### config.mk
export PLATFORM = sky130hd
export DESIGN_NAME = multdiv_seq_ctrl_flat
export DESIGN_NICKNAME = d
export VERILOG_FILES = /design/src/rtl/multdiv_pkg.sv /design/src/rtl/multdiv_seq_ctrl_if.sv /design/src/rtl/multdiv_iter_cnt.sv /design/src/rtl/multdiv_seq_ctrl.sv /design/src/flat_wrapper.sv
export SDC_FILE = /design/constraint.sdc
export NUM_CORES = 1
export LEC_CHECK = 0
export BUFFER_PORTS_ARGS = -buffer_cell sky130_fd_sc_hd__buf_2
export CAP_MARGIN = 15
export CORE_ASPECT_RATIO = 1.5
export CORE_MARGIN = 4
export CORE_UTILIZATION = 55
export CTS_CLUSTER_DIAMETER = 200
export DETAILED_ROUTE_END_ITERATION = 6
export PLACE_DENSITY = 0.78
export SKIP_LAST_GASP = 1
export SLEW_MARGIN = 20
export SYNTH_ARGS = -nofsm -noshare
export SYNTH_HDL_FRONTEND = slang
export SYNTH_SLANG_ARGS = --single-unit
### constraint.sdc
create_clock -name clock -period 4.2 [get_ports clock]
set_clock_uncertainty 0.2 [all_clocks]
set_input_delay 1.26 -clock clock [delete_from_list [all_inputs] [get_ports clock]]
set_output_delay 1.26 -clock clock [all_outputs]
set_load 0.03 [all_outputs]
### src/rtl/multdiv_pkg.sv
// multdiv_pkg: shared types and latency constants for the mul/div sequencer.
// Option MULTDIV_REMAINDER_EN adds the DIV_FIX_R state and one divide cycle.
package multdiv_pkg;

  localparam int W          = 32;
  localparam int ITER_COUNT = 32;
  localparam int MUL_LATENCY  = 33;
  localparam int DIV0_LATENCY = 1;
`ifdef MULTDIV_REMAINDER_EN
  localparam int DIV_LATENCY = 37;
`else
  localparam int DIV_LATENCY = 36;
`endif

  typedef enum logic [2:0] {
    IDLE,
    MUL_ITER,
    DIV_ABS_A,
    DIV_ABS_B,
    DIV_ITER,
    DIV_FIX,
`ifdef MULTDIV_REMAINDER_EN
    DIV_FIX_R,
`endif
    DONE
  } state_t;

  typedef enum logic {
    OP_MUL,
    OP_DIV
  } op_t;

endpackage

### src/rtl/multdiv_seq_ctrl_if.sv
// multdiv_seq_ctrl_if: start/operand/result handshake plus shared-adder bus.
// slave = sequencer side, master = pipeline/adder side; MULTDIV_REMAINDER_EN adds data_remainder.
interface multdiv_seq_ctrl_if;
  import multdiv_pkg::*;

  logic         ctrl_MULT;
  logic         ctrl_DIV;
  logic [W-1:0] data_operandA;
  logic [W-1:0] data_operandB;
  logic [W-1:0] data_result;
  logic         data_exception;
  logic         data_resultRDY;
`ifdef MULTDIV_REMAINDER_EN
  logic [W-1:0] data_remainder;
`endif
  logic [W-1:0] add_a;
  logic [W-1:0] add_b;
  logic         add_cin;
  logic [W-1:0] add_sum;
  logic         add_ovf;

`ifdef MULTDIV_REMAINDER_EN
  modport slave (
    input  ctrl_MULT, ctrl_DIV, data_operandA, data_operandB,
    input  add_sum, add_ovf,
    output data_result, data_exception, data_resultRDY,
    output data_remainder,
    output add_a, add_b, add_cin
  );
  modport master (
    output ctrl_MULT, ctrl_DIV, data_operandA, data_operandB,
    output add_sum, add_ovf,
    input  data_result, data_exception, data_resultRDY,
    input  data_remainder,
    input  add_a, add_b, add_cin
  );
`else
  modport slave (
    input  ctrl_MULT, ctrl_DIV, data_operandA, data_operandB,
    input  add_sum, add_ovf,
    output data_result, data_exception, data_resultRDY,
    output add_a, add_b, add_cin
  );
  modport master (
    output ctrl_MULT, ctrl_DIV, data_operandA, data_operandB,
    output add_sum, add_ovf,
    input  data_result, data_exception, data_resultRDY,
    input  add_a, add_b, add_cin
  );
`endif

endinterface

### src/rtl/multdiv_iter_cnt.sv
// multdiv_iter_cnt: 6-bit load/decrement iteration counter.
// Ports: clock, reset (sync, active-high), load_i, dec_i, done_o (last iteration).
module multdiv_iter_cnt
  import multdiv_pkg::*;
(
  input  logic clock,
  input  logic reset,
  input  logic load_i,
  input  logic dec_i,
  output logic done_o
);

  logic [5:0] cnt_q, cnt_d;

  always_comb begin
    cnt_d = cnt_q;
    if (load_i)     cnt_d = 6'(ITER_COUNT);
    else if (dec_i) cnt_d = cnt_q - 6'd1;
  end

  always_ff @(posedge clock) begin
    if (reset) cnt_q <= '0;
    else       cnt_q <= cnt_d;
  end

  assign done_o = (cnt_q == 6'd1);

endmodule

### src/rtl/multdiv_seq_ctrl.sv
// multdiv_seq_ctrl: Booth multiply / restoring divide sequencer using one external adder per cycle.
// Ports: clock, reset (sync, active-high), bus (slave): start pulses, operands, result/exc/RDY, adder.
// Option MULTDIV_REMAINDER_EN: data_remainder output and a remainder sign-fix cycle.
module multdiv_seq_ctrl
  import multdiv_pkg::*;
#(
  parameter int WIDTH = 32
) (
  input  logic clock,
  input  logic reset,
  multdiv_seq_ctrl_if.slave bus
);

  typedef logic [WIDTH-1:0] word_t;

  state_t state_q, state_d;
  word_t  acc_q, acc_d;
  word_t  lo_q, lo_d;
  word_t  m_q, m_d;
  logic   q_q, q_d;
  logic   a_sgn_q, a_sgn_d;
  logic   b_sgn_q, b_sgn_d;
  word_t  res_q, res_d;
  logic   exc_q, exc_d;
  logic   rdy_q, rdy_d;
`ifdef MULTDIV_REMAINDER_EN
  word_t  rem_q, rem_d;
`endif

  word_t  add_a, add_b, r_sh;
  logic   add_cin;
  logic   cnt_load, cnt_dec, cnt_done;
  logic   start, msb, carry, neg;
  op_t    op;

  multdiv_iter_cnt u_cnt (
    .clock  (clock),
    .reset  (reset),
    .load_i (cnt_load),
    .dec_i  (cnt_dec),
    .done_o (cnt_done)
  );

  assign start = (state_q == IDLE || state_q == DONE) &&
                 (bus.ctrl_MULT || bus.ctrl_DIV);
  assign op    = bus.ctrl_MULT ? OP_MUL : OP_DIV;

  always_comb begin
    state_d  = state_q;
    acc_d    = acc_q;
    lo_d     = lo_q;
    m_d      = m_q;
    q_d      = q_q;
    a_sgn_d  = a_sgn_q;
    b_sgn_d  = b_sgn_q;
    res_d    = res_q;
    exc_d    = exc_q;
    rdy_d    = 1'b0;
`ifdef MULTDIV_REMAINDER_EN
    rem_d    = rem_q;
`endif
    add_a    = '0;
    add_b    = '0;
    add_cin  = 1'b0;
    cnt_load = 1'b0;
    cnt_dec  = 1'b0;
    msb      = 1'b0;
    carry    = 1'b0;
    neg      = a_sgn_q ^ b_sgn_q;
    r_sh     = {acc_q[WIDTH-2:0], lo_q[WIDTH-1]};

    unique case (state_q)
      IDLE, DONE: begin
        if (start) begin
          res_d = '0;
          exc_d = 1'b0;
`ifdef MULTDIV_REMAINDER_EN
          rem_d = '0;
`endif
          if (op == OP_MUL) begin
            acc_d    = '0;
            lo_d     = bus.data_operandB;
            q_d      = 1'b0;
            m_d      = bus.data_operandA;
            cnt_load = 1'b1;
            state_d  = MUL_ITER;
          end else if (bus.data_operandB == '0) begin
            exc_d   = 1'b1;
            rdy_d   = 1'b1;
`ifdef MULTDIV_REMAINDER_EN
            rem_d   = bus.data_operandA;
`endif
            state_d = DONE;
          end else begin
            acc_d   = '0;
            lo_d    = bus.data_operandA;
            m_d     = bus.data_operandB;
            a_sgn_d = bus.data_operandA[WIDTH-1];
            b_sgn_d = bus.data_operandB[WIDTH-1];
            state_d = DIV_ABS_A;
          end
        end
      end
      MUL_ITER: begin
        add_a = acc_q;
        case ({lo_q[0], q_q})
          2'b01:   add_b = m_q;
          2'b10: begin
            add_b   = ~m_q;
            add_cin = 1'b1;
          end
          default: add_b = '0;
        endcase
        // overflow-corrected sign keeps the shift exact when hi-M wraps
        msb     = bus.add_sum[WIDTH-1] ^ bus.add_ovf;
        acc_d   = {msb, bus.add_sum[WIDTH-1:1]};
        lo_d    = {bus.add_sum[0], lo_q[WIDTH-1:1]};
        q_d     = lo_q[0];
        cnt_dec = 1'b1;
        if (cnt_done) begin
          res_d   = lo_d;
          exc_d   = (acc_d != {WIDTH{lo_d[WIDTH-1]}});
          rdy_d   = 1'b1;
          state_d = DONE;
        end
      end
      DIV_ABS_A: begin
        add_b   = ~lo_q;
        add_cin = 1'b1;
        if (a_sgn_q) lo_d = bus.add_sum;
        state_d = DIV_ABS_B;
      end
      DIV_ABS_B: begin
        add_b    = ~m_q;
        add_cin  = 1'b1;
        if (b_sgn_q) m_d = bus.add_sum;
        cnt_load = 1'b1;
        state_d  = DIV_ITER;
      end
      DIV_ITER: begin
        add_a   = r_sh;
        add_b   = ~m_q;
        add_cin = 1'b1;
        // carry out of bit 31 means r_sh >= |B|
        carry   = (add_a[WIDTH-1] & add_b[WIDTH-1]) |
                  ((add_a[WIDTH-1] ^ add_b[WIDTH-1]) & ~bus.add_sum[WIDTH-1]);
        acc_d   = carry ? bus.add_sum : r_sh;
        lo_d    = {lo_q[WIDTH-2:0], carry};
        cnt_dec = 1'b1;
        if (cnt_done) state_d = DIV_FIX;
      end
      DIV_FIX: begin
        if (neg) begin
          add_b   = ~lo_q;
          add_cin = 1'b1;
        end else begin
          add_a   = lo_q;
        end
        if (!neg && lo_q == {1'b1, {(WIDTH-1){1'b0}}}) begin
          res_d = '0;
          exc_d = 1'b1;
        end else begin
          res_d = bus.add_sum;
        end
`ifdef MULTDIV_REMAINDER_EN
        state_d = DIV_FIX_R;
`else
        rdy_d   = 1'b1;
        state_d = DONE;
`endif
      end
`ifdef MULTDIV_REMAINDER_EN
      DIV_FIX_R: begin
        if (a_sgn_q) begin
          add_b   = ~acc_q;
          add_cin = 1'b1;
        end else begin
          add_a   = acc_q;
        end
        rem_d   = bus.add_sum;
        rdy_d   = 1'b1;
        state_d = DONE;
      end
`endif
      default: state_d = IDLE;
    endcase
  end

  always_ff @(posedge clock) begin
    if (reset) begin
      state_q <= IDLE;
      acc_q   <= '0;
      lo_q    <= '0;
      m_q     <= '0;
      q_q     <= 1'b0;
      a_sgn_q <= 1'b0;
      b_sgn_q <= 1'b0;
      res_q   <= '0;
      exc_q   <= 1'b0;
      rdy_q   <= 1'b0;
`ifdef MULTDIV_REMAINDER_EN
      rem_q   <= '0;
`endif
    end else begin
      state_q <= state_d;
      acc_q   <= acc_d;
      lo_q    <= lo_d;
      m_q     <= m_d;
      q_q     <= q_d;
      a_sgn_q <= a_sgn_d;
      b_sgn_q <= b_sgn_d;
      res_q   <= res_d;
      exc_q   <= exc_d;
      rdy_q   <= rdy_d;
`ifdef MULTDIV_REMAINDER_EN
      rem_q   <= rem_d;
`endif
    end
  end

  assign bus.add_a          = add_a;
  assign bus.add_b          = add_b;
  assign bus.add_cin        = add_cin;
  assign bus.data_result    = res_q;
  assign bus.data_exception = exc_q;
  assign bus.data_resultRDY = rdy_q;
`ifdef MULTDIV_REMAINDER_EN
  assign bus.data_remainder = rem_q;
`endif

endmodule

### src/flat_wrapper.sv
// flat-port wrapper written by rule: the top's interface ports become plain ports
module multdiv_seq_ctrl_flat import multdiv_pkg::*;
#(
  parameter int WIDTH = 32
)
  (clock, reset, bus_ctrl_MULT, bus_ctrl_DIV, bus_data_operandA, bus_data_operandB, bus_add_sum, bus_add_ovf, bus_data_result, bus_data_exception, bus_data_resultRDY, bus_add_a, bus_add_b, bus_add_cin);
  multdiv_seq_ctrl_if bus_i ();
  input  logic clock;
  input  logic reset;
  input wire logic [$bits(bus_i.ctrl_MULT)-1:0] bus_ctrl_MULT;
  input wire logic [$bits(bus_i.ctrl_DIV)-1:0] bus_ctrl_DIV;
  input wire logic [$bits(bus_i.data_operandA)-1:0] bus_data_operandA;
  input wire logic [$bits(bus_i.data_operandB)-1:0] bus_data_operandB;
  input wire logic [$bits(bus_i.add_sum)-1:0] bus_add_sum;
  input wire logic [$bits(bus_i.add_ovf)-1:0] bus_add_ovf;
  output wire logic [$bits(bus_i.data_result)-1:0] bus_data_result;
  output wire logic [$bits(bus_i.data_exception)-1:0] bus_data_exception;
  output wire logic [$bits(bus_i.data_resultRDY)-1:0] bus_data_resultRDY;
  output wire logic [$bits(bus_i.add_a)-1:0] bus_add_a;
  output wire logic [$bits(bus_i.add_b)-1:0] bus_add_b;
  output wire logic [$bits(bus_i.add_cin)-1:0] bus_add_cin;
  assign bus_i.ctrl_MULT = bus_ctrl_MULT;
  assign bus_i.ctrl_DIV = bus_ctrl_DIV;
  assign bus_i.data_operandA = bus_data_operandA;
  assign bus_i.data_operandB = bus_data_operandB;
  assign bus_i.add_sum = bus_add_sum;
  assign bus_i.add_ovf = bus_add_ovf;
  assign bus_data_result = bus_i.data_result;
  assign bus_data_exception = bus_i.data_exception;
  assign bus_data_resultRDY = bus_i.data_resultRDY;
  assign bus_add_a = bus_i.add_a;
  assign bus_add_b = bus_i.add_b;
  assign bus_add_cin = bus_i.add_cin;
  multdiv_seq_ctrl #(.WIDTH(WIDTH)) u_core (.clock(clock), .reset(reset), .bus(bus_i));
endmodule
# Word-level counts from Yosys, hierarchy flattened
# Index checks and enable logic that the tools add are counted.
[word_totals] regBits=142 latchBits=0 mem_bits_rw=0 romBits=0 input_bits=101 out_inout_bits=99 elab_cells=120 mem_count=0
[classes] add_sub_neg=1 multipliers=0 div_mod_pow=0 order_cmp=0 eq_ne=19 shifts=0 n_mux=51 bitwise=11 n_reduce_logical=26
[ops] operator="2-to-1 mux 32 bit" count=17
[ops] operator="case mux 32 bit (3 select lines)" count=3
[ops] operator="case mux 32 bit (4 select lines)" count=2
[ops] operator="case mux 32 bit (2 select lines)" count=2
[ops] operator="NOT 32 bit" count=2
[ops] operator="equality test 32 bit, second input constant" count=1
[ops] operator="zero test 32 bit" count=1
[ops] operator="inequality test 32 bit" count=1
[ops] operator="case mux 3 bit (6 select lines)" count=1
[ops] operator="AND reduction 4 bit" count=4
[ops] operator="2-to-1 mux 3 bit" count=5
[ops] operator="2-to-1 mux 1 bit" count=14
[ops] operator="2-to-1 mux 6 bit" count=2
[ops] operator="inequality test 2 x 1 -> 1 bit, second input constant" count=6
[ops] operator="AND reduction 3 bit" count=4
[ops] operator="equality test 3 bit, second input constant" count=3
[ops] operator="case mux 1 bit (3 select lines)" count=3
[ops] operator="OR reduction 2 bit" count=4
[ops] operator="equality test 3 x 2 -> 1 bit, second input constant" count=2
[ops] operator="equality test 6 x 1 -> 1 bit, second input constant" count=1
[ops] operator="nonzero test 2 bit" count=3
[ops] operator="nonzero test 3 bit" count=2
[ops] operator="subtractor 6 x 1 -> 6 bit, second input constant" count=1
[ops] operator="case mux 1 bit (2 select lines)" count=2
[ops] operator="other kinds (15)" count=22

# Logic depth before layout (Yosys ltp)
# Gate-level depths: netlist of the first run.
[depth] ltp_word=6 mapped_depth=9 mapped_depth_nobuf=7

# By module
# A second synthesis of the first run with hierarchy kept.
[hier_totals] hier_cells=1299 area_unflattened_um2=10452.5
[by_module_without_submodules] module="multdiv_seq_ctrl" instances=1 cells_each=1268 area_each_um2=10147.2
[by_module_without_submodules] module="multdiv_iter_cnt" instances=1 cells_each=31 area_each_um2=305.3

# Worst setup path after synthesis of the first run
# No wires, ideal clock.
[synth_timing] path_kind="register to output" from="reg u_core.state_q[2]" to="out bus_add_b[10]" arrival_time_ns=1.891 path_slack_ns=0.849 stages_incl_launch_ff=7 cell_sequence="dfxtp_1 clkbuf_1 nor3b_1 buf_2 nor2_1 clkbuf_1 o221ai_1"
[synth_via] elab_chain_cells=3 elab_cells_between_ends=7 classes_between="5 x eq/ne; 1 x mux; 1 x reduce/logical"
[synth_rtl] element="from (decl)" line="multdiv_seq_ctrl.sv:16" text="state_t state_q, state_d;"
[synth_rtl] element="from (signal assigned)" line="multdiv_seq_ctrl.sv:205" text="state_q <= state_d;"
[synth_rtl] element="equality test 3 x 2 -> 1 bit / equality test 3 bit (equally long branches)" line="multdiv_seq_ctrl.sv:72" text="unique case (state_q)"
[synth_rtl] element="OR reduction 2 bit (no source line)"
[synth_rtl] element="case mux 32 bit (4 select lines) *" line="multdiv_seq_ctrl.sv:72"
[synth_rtl] element="to (decl)" line="flat_wrapper.sv:20" text="output wire logic [$bits(bus_i.add_b)-1:0] bus_add_b;"
# Every way passes the cells marked *; elsewhere a longest branch is shown, timed or not.

# Worst setup path after layout of the first run
[layout_timing] from="reg u_core.state_q[1]" to="out bus_add_b[30]"
# The elaborated chain is that of the path after synthesis.

==> metrics, run 1 <==
critical path fanouts, max=32; Detailed Route WL=37000 um; sequential power share=26.0%; status=complete, no violations; logic depth of the worst register-to-register path=7; post-CTS sizing=0; Synth Instances=1300; total track usage=33.7%; sw frac=49.9%; pwr/cell area=821 nW/um^2; Core ar.=18600 um^2; Final TNS setup=0 ps; Worst-path clk slew=60 ps; Period minus WS final=4070 ps; Avg WL per Cell=22.2 um; H-Tree Level Count=4; Final HPWL DP=25100 um; synth unique cells=59; drt pass-1 iters=6; vias in the first global route=10906; cts bufs inserted=17; GRT Residual Overflow=0; Seq cells post-synth=142; number of synthesized flops with an enable pin=0; IO Port Bufs=199; first-pass GRT wire length=57700 um; Hold Crit Start=u_core.bus.data_result[2]$_SDFFE_PP0P_; Clock Sinks=142; placer congestion estimate=0.949; Slew HR=43.3%; final hold viol count=0; Final Setup Violations=0; Worst Path Arrival=2610 ps; Final Total Pwr=0.0100 W; max_cap viols=0; CTS tree=built; flop2flop setup slack=1010 ps; prevailing post-synth register cell=dfxtp_1; Min-Delay Path Depth=2; worst r2r src=u_core.state_q[2]$_SDFFE_PP0P_; clock buffer depth=2; synthesis-to-finish area growth=16.3%; largest net degree at the start of global routing=86; critical path startpoint category=flip-flop; Final Max Tran Viols=0; Psw=0.00499 W; worst skew pair latency=430 ps; CTS hold repair buffers=0; synthesis warning total=0; cell-internal power=0.00501 W; IR drop worst, VDD=0.546 mV; Post-DRT Antenna Nets=0; Combinational Power Share=56.6%; unrepaired setup endpoints after global routing=yes; die height=177 um; antenna diode count=0; via/cell ratio=6.79; synthesized area per cell=8.06 um^2; hold slack final=260 ps; Async S/R FF share, synth=0%; Post-Syn Area=10500 um^2; total die area=21400 um^2; final net count=1507; initial antenna violation count=0; leakage=4.96 nW; First DRT Iteration DRCs=1401; Required @ worst endpoint=2740 ps; Initial Utilization=56.2%; worst slew pin tran=850 ps; Mapped Nets=1404; FMAX=245 MHz; layout cells sized above 1=23.7%; total I/O pin count=200; Tcrit/Tclk final=97.0%; DRC=0; reg2reg end=u_core.lo_q[6]$_SDFFE_PP0P_; Seq/Total Area, Yosys=27.1%; post-CTS setup buffer count=0; critical path class=flip-flop to output pin; Clock Power Share=17.4%; root buf cell=clkbuf_16; Crit. End Element=output pin; DR vias=11326; Worst Hold End=u_core.bus.data_result[2]$_SDFFE_PP0P_; Die W=121 um; class of the worst hold path=flip-flop to flip-flop; row count=61
## sequential cells by signal, summed over array words and instances, names as in the netlist
signal / cells
u_core.acc_q: 32
u_core.bus.data_result: 32
u_core.lo_q: 32
u_core.m_q: 32
u_core.u_cnt.cnt_q: 6
u_core.state_q: 3
u_core.a_sgn_q: 1
u_core.b_sgn_q: 1
u_core.bus.data_exception: 1
u_core.bus.data_resultRDY: 1
u_core.q_q: 1
## per-layer routing
layer / global-route usage [%] / vias up / part of all wire [%]
met4: 19.3 / 0 / 5.3
met1: 39.4 / 5358 / 37
met5: 0 / - / 0
li1: - / 5120 / -
met3: 5.63 / 165 / 8.2
met2: 57.9 / 683 / 50
## cells in the final DEF, fill, tap and decap left out, types with 18 or more instances in the layout
cell and count:
o21ai_0 42, or3b_2 33, nor2_1 57, inv_1 65, a211o_1 33, nand2_1 86, buf_4 38, buf_2 197
a211oi_1 95, a222oi_1 32, nand2b_1 103, mux2i_1 131, a221oi_1 18, dfxtp_1 141, a22oi_1 33, nand3_1 32
o221ai_1 65, a21oi_1 68
## power by group through the flow
stage	registers (W)	clock network [W]	logic, W
after global placement	0.00257	0	0.00545
after detailed placement	0.00258	0	0.00557
after floorplan	0.00261	0	0.00397
after CTS	0.00255	0.00174	0.00559
final	0.00260	0.00174	0.00566
after global routing	0.00265	0.00179	0.00606
## critical path: stages (launching register included)
cell and delay (ps):
dfxtp_1 440, buf_4 230, or3b_2 550, nor3b_4 220, buf_8 280, nand2_1 80, o221ai_1 110, buf_2 260
## worst max path at each step
stage                                        start                           to  slack [ps]  cells past startpoint
finish              u_core.state_q[1]$_SDFFE_PP0P_                bus_add_b[30]         130                      7
global route        u_core.state_q[1]$_SDFFE_PP0P_                bus_add_b[30]          -4                      7
floorplan           u_core.state_q[2]$_SDFFE_PP0P_                bus_add_b[10]         850                      6
global placement             bus_data_operandB[19]  u_core.m_q[26]$_SDFFE_PP0P_         480                      7
CTS                 u_core.state_q[1]$_SDFFE_PP0P_                bus_add_b[24]          60                      7
detailed placement           bus_data_operandB[19]  u_core.m_q[23]$_SDFFE_PP0P_         330                      7
## cells by family (layout without fill, tap and decap cells)
kind of cell / after synthesis / in the layout / synth area share, %
flip-flops: 142 / 142 / 27.1
buffers and inverters: 220 / 335 / 8.80
adder cells (fa/ha/maj): 3 / 3 / 0.358
AND/OR/NAND/NOR: 373 / 373 / 19.6
multiplexers: 131 / 131 / 12.5
AO/OA/AOI/OAI: 424 / 424 / 31.0
XOR/XNOR: 7 / 7 / 0.585
## cell type report
type	count	area, um^2
Multi-Input combinational cell	938	6780
Clock inverter	12	216
Sequential cell	142	2840
Timing Repair Buffer	239	1350
Tap cell	252	315
Inverter	65	244
Fill cell	1627	6440
Clock buffer	19	443
## Yosys cell counts, drive strengths merged (3+ instances only)
| master | instances | area share [%] |
|---|---|---|
| dfxtp | 142 | 27 |
| mux2i | 131 | 13 |
| clkbuf | 110 | 3.9 |
| nand2b | 103 | 6.2 |
| a211oi | 95 | 6.8 |
| nand2 | 86 | 3.1 |
| a21oi | 70 | 3.4 |
| o221ai | 66 | 5.7 |
| inv | 65 | 2.3 |
| nor2 | 59 | 2.1 |
| buf | 45 | 2.5 |
| o21ai | 44 | 2.1 |
| a22oi | 34 | 2.5 |
| a211o | 33 | 2.8 |
| or3b | 33 | 2.8 |
| a222oi | 32 | 3.1 |
| nand3 | 32 | 1.5 |
| a221oi | 28 | 2.9 |
| nor4 | 19 | 1.3 |
| nand4 | 9 | 0.54 |
| nor3 | 8 | 0.38 |
| or4 | 6 | 0.43 |
| a32oi | 5 | 0.42 |
| nor2b | 5 | 0.30 |
| xor2 | 5 | 0.42 |
| nor3b | 4 | 0.38 |
| ha | 3 | 0.36 |
| or2 | 3 | 0.18 |
## metrics by stage
step / setup WS [ps] / util, % / cells / area [um^2]
finish: 126 / 65.4 / 1667 / 12200
global route: -4.20 / 65.4 / 1667 / 12200
CTS: 56.5 / 65.3 / 1667 / 12200
detailed placement: 326 / 61.8 / 1636 / 11500
global placement: 479 / 61.8 / 1636 / 11500
floorplan: 849 / - / 1300 / 10500
No activity file was read; power rests on OpenSTA's default activity.
==> run 2: changes to the inputs <==
Settings changed: CORE_UTILIZATION 55 to 52, PLACE_DENSITY 0.78 to 0.75, SLEW_MARGIN 20 to unset.
Clock period 4.2 ns to 4 ns, I/O delays scaled along.
==> run 2 against run 1 <==
- the flow now finishes with violations (DRC)
- flip-flop and latch count stayed put
- critical endpoint is now bus_add_b[3]
- total power grew 3.3%
- setup slack gained 45 ps
- sequential power up 9.2%
- clock power down 5%
- global-route usage decreased by 1.6 points
- core utilization is 4.0 points lower
- final cell count increased by 0.42%
- register-to-register slack got worse by 40 ps
==> metrics, run 2 (synthesis results as in run 1) <==
DP Worst Slack=361 ps (+35.4 ps); Avg WL per Cell=22.5 um (+1.2%); Die W=124 um (+2.7%); post-CTS sizing=3 (+3); final net count=1505 (-0.13%); crit-path max cell delay=580 ps (+30 ps); Core ar.=19800 um^2 (+6.2%); die height=182 um (+2.7%); worst-path cell chain=or3b_2 -> nor3b_4 -> buf_6 -> nand2_1 -> o221ai_1 -> buf_2; Final TNS setup=0 ps (unchanged); placer congestion estimate=0.954 (+0.58%); leakage=4.92 nW (-0.86%); FMAX=261 MHz; first-pass GRT wire length=57100 um (-1.2%); CTS tree=built; antenna diode count=0 (unchanged); Slew HR=39.3% (-4.1 points); cell family with most CP delay=simple AND/OR/NAND/NOR gates; status=complete, but fails checks; critical path startpoint category=flip-flop; root buf cell=clkbuf_16; vias in the first global route=10270 (-5.8%); synthesis-to-finish area growth=15.9%; Post-DRT Antenna Nets=0 (unchanged); Period minus WS final=3830 ps; worst skew pair latency=430 ps (about the same); Clock Sinks=142 (unchanged); failing checks=DRC; leading cell type in the layout, fill and taps excluded=buf_2; cts bufs inserted=17 (unchanged); row count=63 (+3.3%); initial antenna violation count=0 (unchanged); total track usage=32.1% (-1.6 points); layout cells sized above 1=23.6% (-0.12 points); Worst Path Buf+Inv=2 (-1); Worst-path clk slew=70 ps (about the same); class of the worst hold path=flip-flop to flip-flop; DRC=25 (+25); critical path class=flip-flop to output pin; critical path fanouts, max=32 (unchanged); First DRT Iteration DRCs=1325 (-5.4%); CTS hold repair buffers=0 (unchanged); post-CTS setup buffer count=0 (unchanged); Worst Path Arrival=2430 ps (-180 ps); Initial Utilization=52.9% (-3.3 points); worst slew pin tran=911 ps (+60.8 ps); Final Setup Violations=0 (unchanged); via/cell ratio=6.72 (-1.2%); Tcrit/Tclk final=95.7%; final worst slack=171 ps (+45.2 ps); GRT Residual Overflow=0 (unchanged); IR drop worst, VDD=0.578 mV (+5.9%); max_cap viols=0 (unchanged); total die area=22500 um^2 (+5.4%); most frequent cells in the layout=197 x buf_2, 141 x dfxtp_1, 131 x mux2i_1; Final HPWL DP=25800 um (+3.0%); Required @ worst endpoint=2600 ps (-140 ps); total I/O pin count=200 (unchanged); drt pass-1 iters=7 (+1); largest net degree at the start of global routing=65 (-24%); Crit. End Element=output pin; final hold viol count=0 (unchanged); Final Max Tran Viols=0 (unchanged); DR vias=11242 (-0.74%); Slowest-stage cell, CP=or3b_2; Fillers=1778 (+9.3%); clock buffer depth=2 (unchanged); H-Tree Level Count=4 (unchanged); IO Port Bufs=199 (unchanged); Detailed Route WL=37600 um (+1.7%); pwr/cell area=850 nW/um^2 (+3.6%); unrepaired setup endpoints after global routing=no
-- run 2: cell types whose count changed in the layout (fill, tap and decap cells not counted), sizes merged --
cell	before	now
clkbuf	19	22
bufinv	6	3
buf	239	237
clkinvlp	1	2
-- run 2: layout make-up --
type                    instances  area [um^2]  share of cell area (%)
flip-flops and latches        142         2840                    23.4
well taps                     260          325                    2.68
inverters                      65          244                    2.01
repair buffers                237         1340                    11.0
clock buffers                  22          464                    3.82
multi-input cells             938         6790                    55.9
clock inverters                10          138                    1.13
-- run 2: where the power goes --
group / switching, W / total, W / internal (W)
clock: 0.000646 / 0.00166 / 0.00101
sequential: 0.000863 / 0.00284 / 0.00198
combinational: 0.00370 / 0.00583 / 0.00213
-- run 2: path summary, 6_finish.rpt --
kind,slack [ps],endpoint,startpoint,depth (start not counted)
max reg2reg,970,u_core.lo_q[19]$_SDFFE_PP0P_,u_core.state_q[2]$_SDFFE_PP0P_,7
min reg2reg,260,u_core.bus.data_result[22]$_SDFFE_PP0P_,u_core.bus.data_result[22]$_SDFFE_PP0P_,2
max,170,bus_add_b[3],u_core.state_q[0]$_SDFFE_PP0P_,6
min,260,u_core.bus.data_result[22]$_SDFFE_PP0P_,u_core.bus.data_result[22]$_SDFFE_PP0P_,2
-- run 2: layer usage --
metal | track usage (%) | vias to the layer above | routed length (um)
li1 | - | 5129 | -
met1 | 38.1 | 5313 | 13900
met2 | 52.7 | 650 | 18000
met3 | 5.64 | 150 | 3140
met4 | 20.1 | 0 | 2590
met5 | 0 | - | 0
-- run 2: per-stage QoR --
step,util (%),power (W),std cells,area [um^2],hold slack [ps]
6_report,61.4,0.0103,1674,12100,263
5_1_grt,61.4,0.0108,1674,12100,286
4_1_cts,61.3,0.0102,1674,12100,263
3_5_place_dp,58.2,0.00857,1642,11500,254
3_3_place_gp,58.2,0.00846,1642,11500,252
2_1_floorplan,-,0.00691,1300,10500,265
-- run 2: worst min-delay path, delay by kind of cell, from the launching register on --
kind / cells / cell delay, ps
flops: 1 / 310
buf+inv: 1 / 60
compound gates: 1 / 50
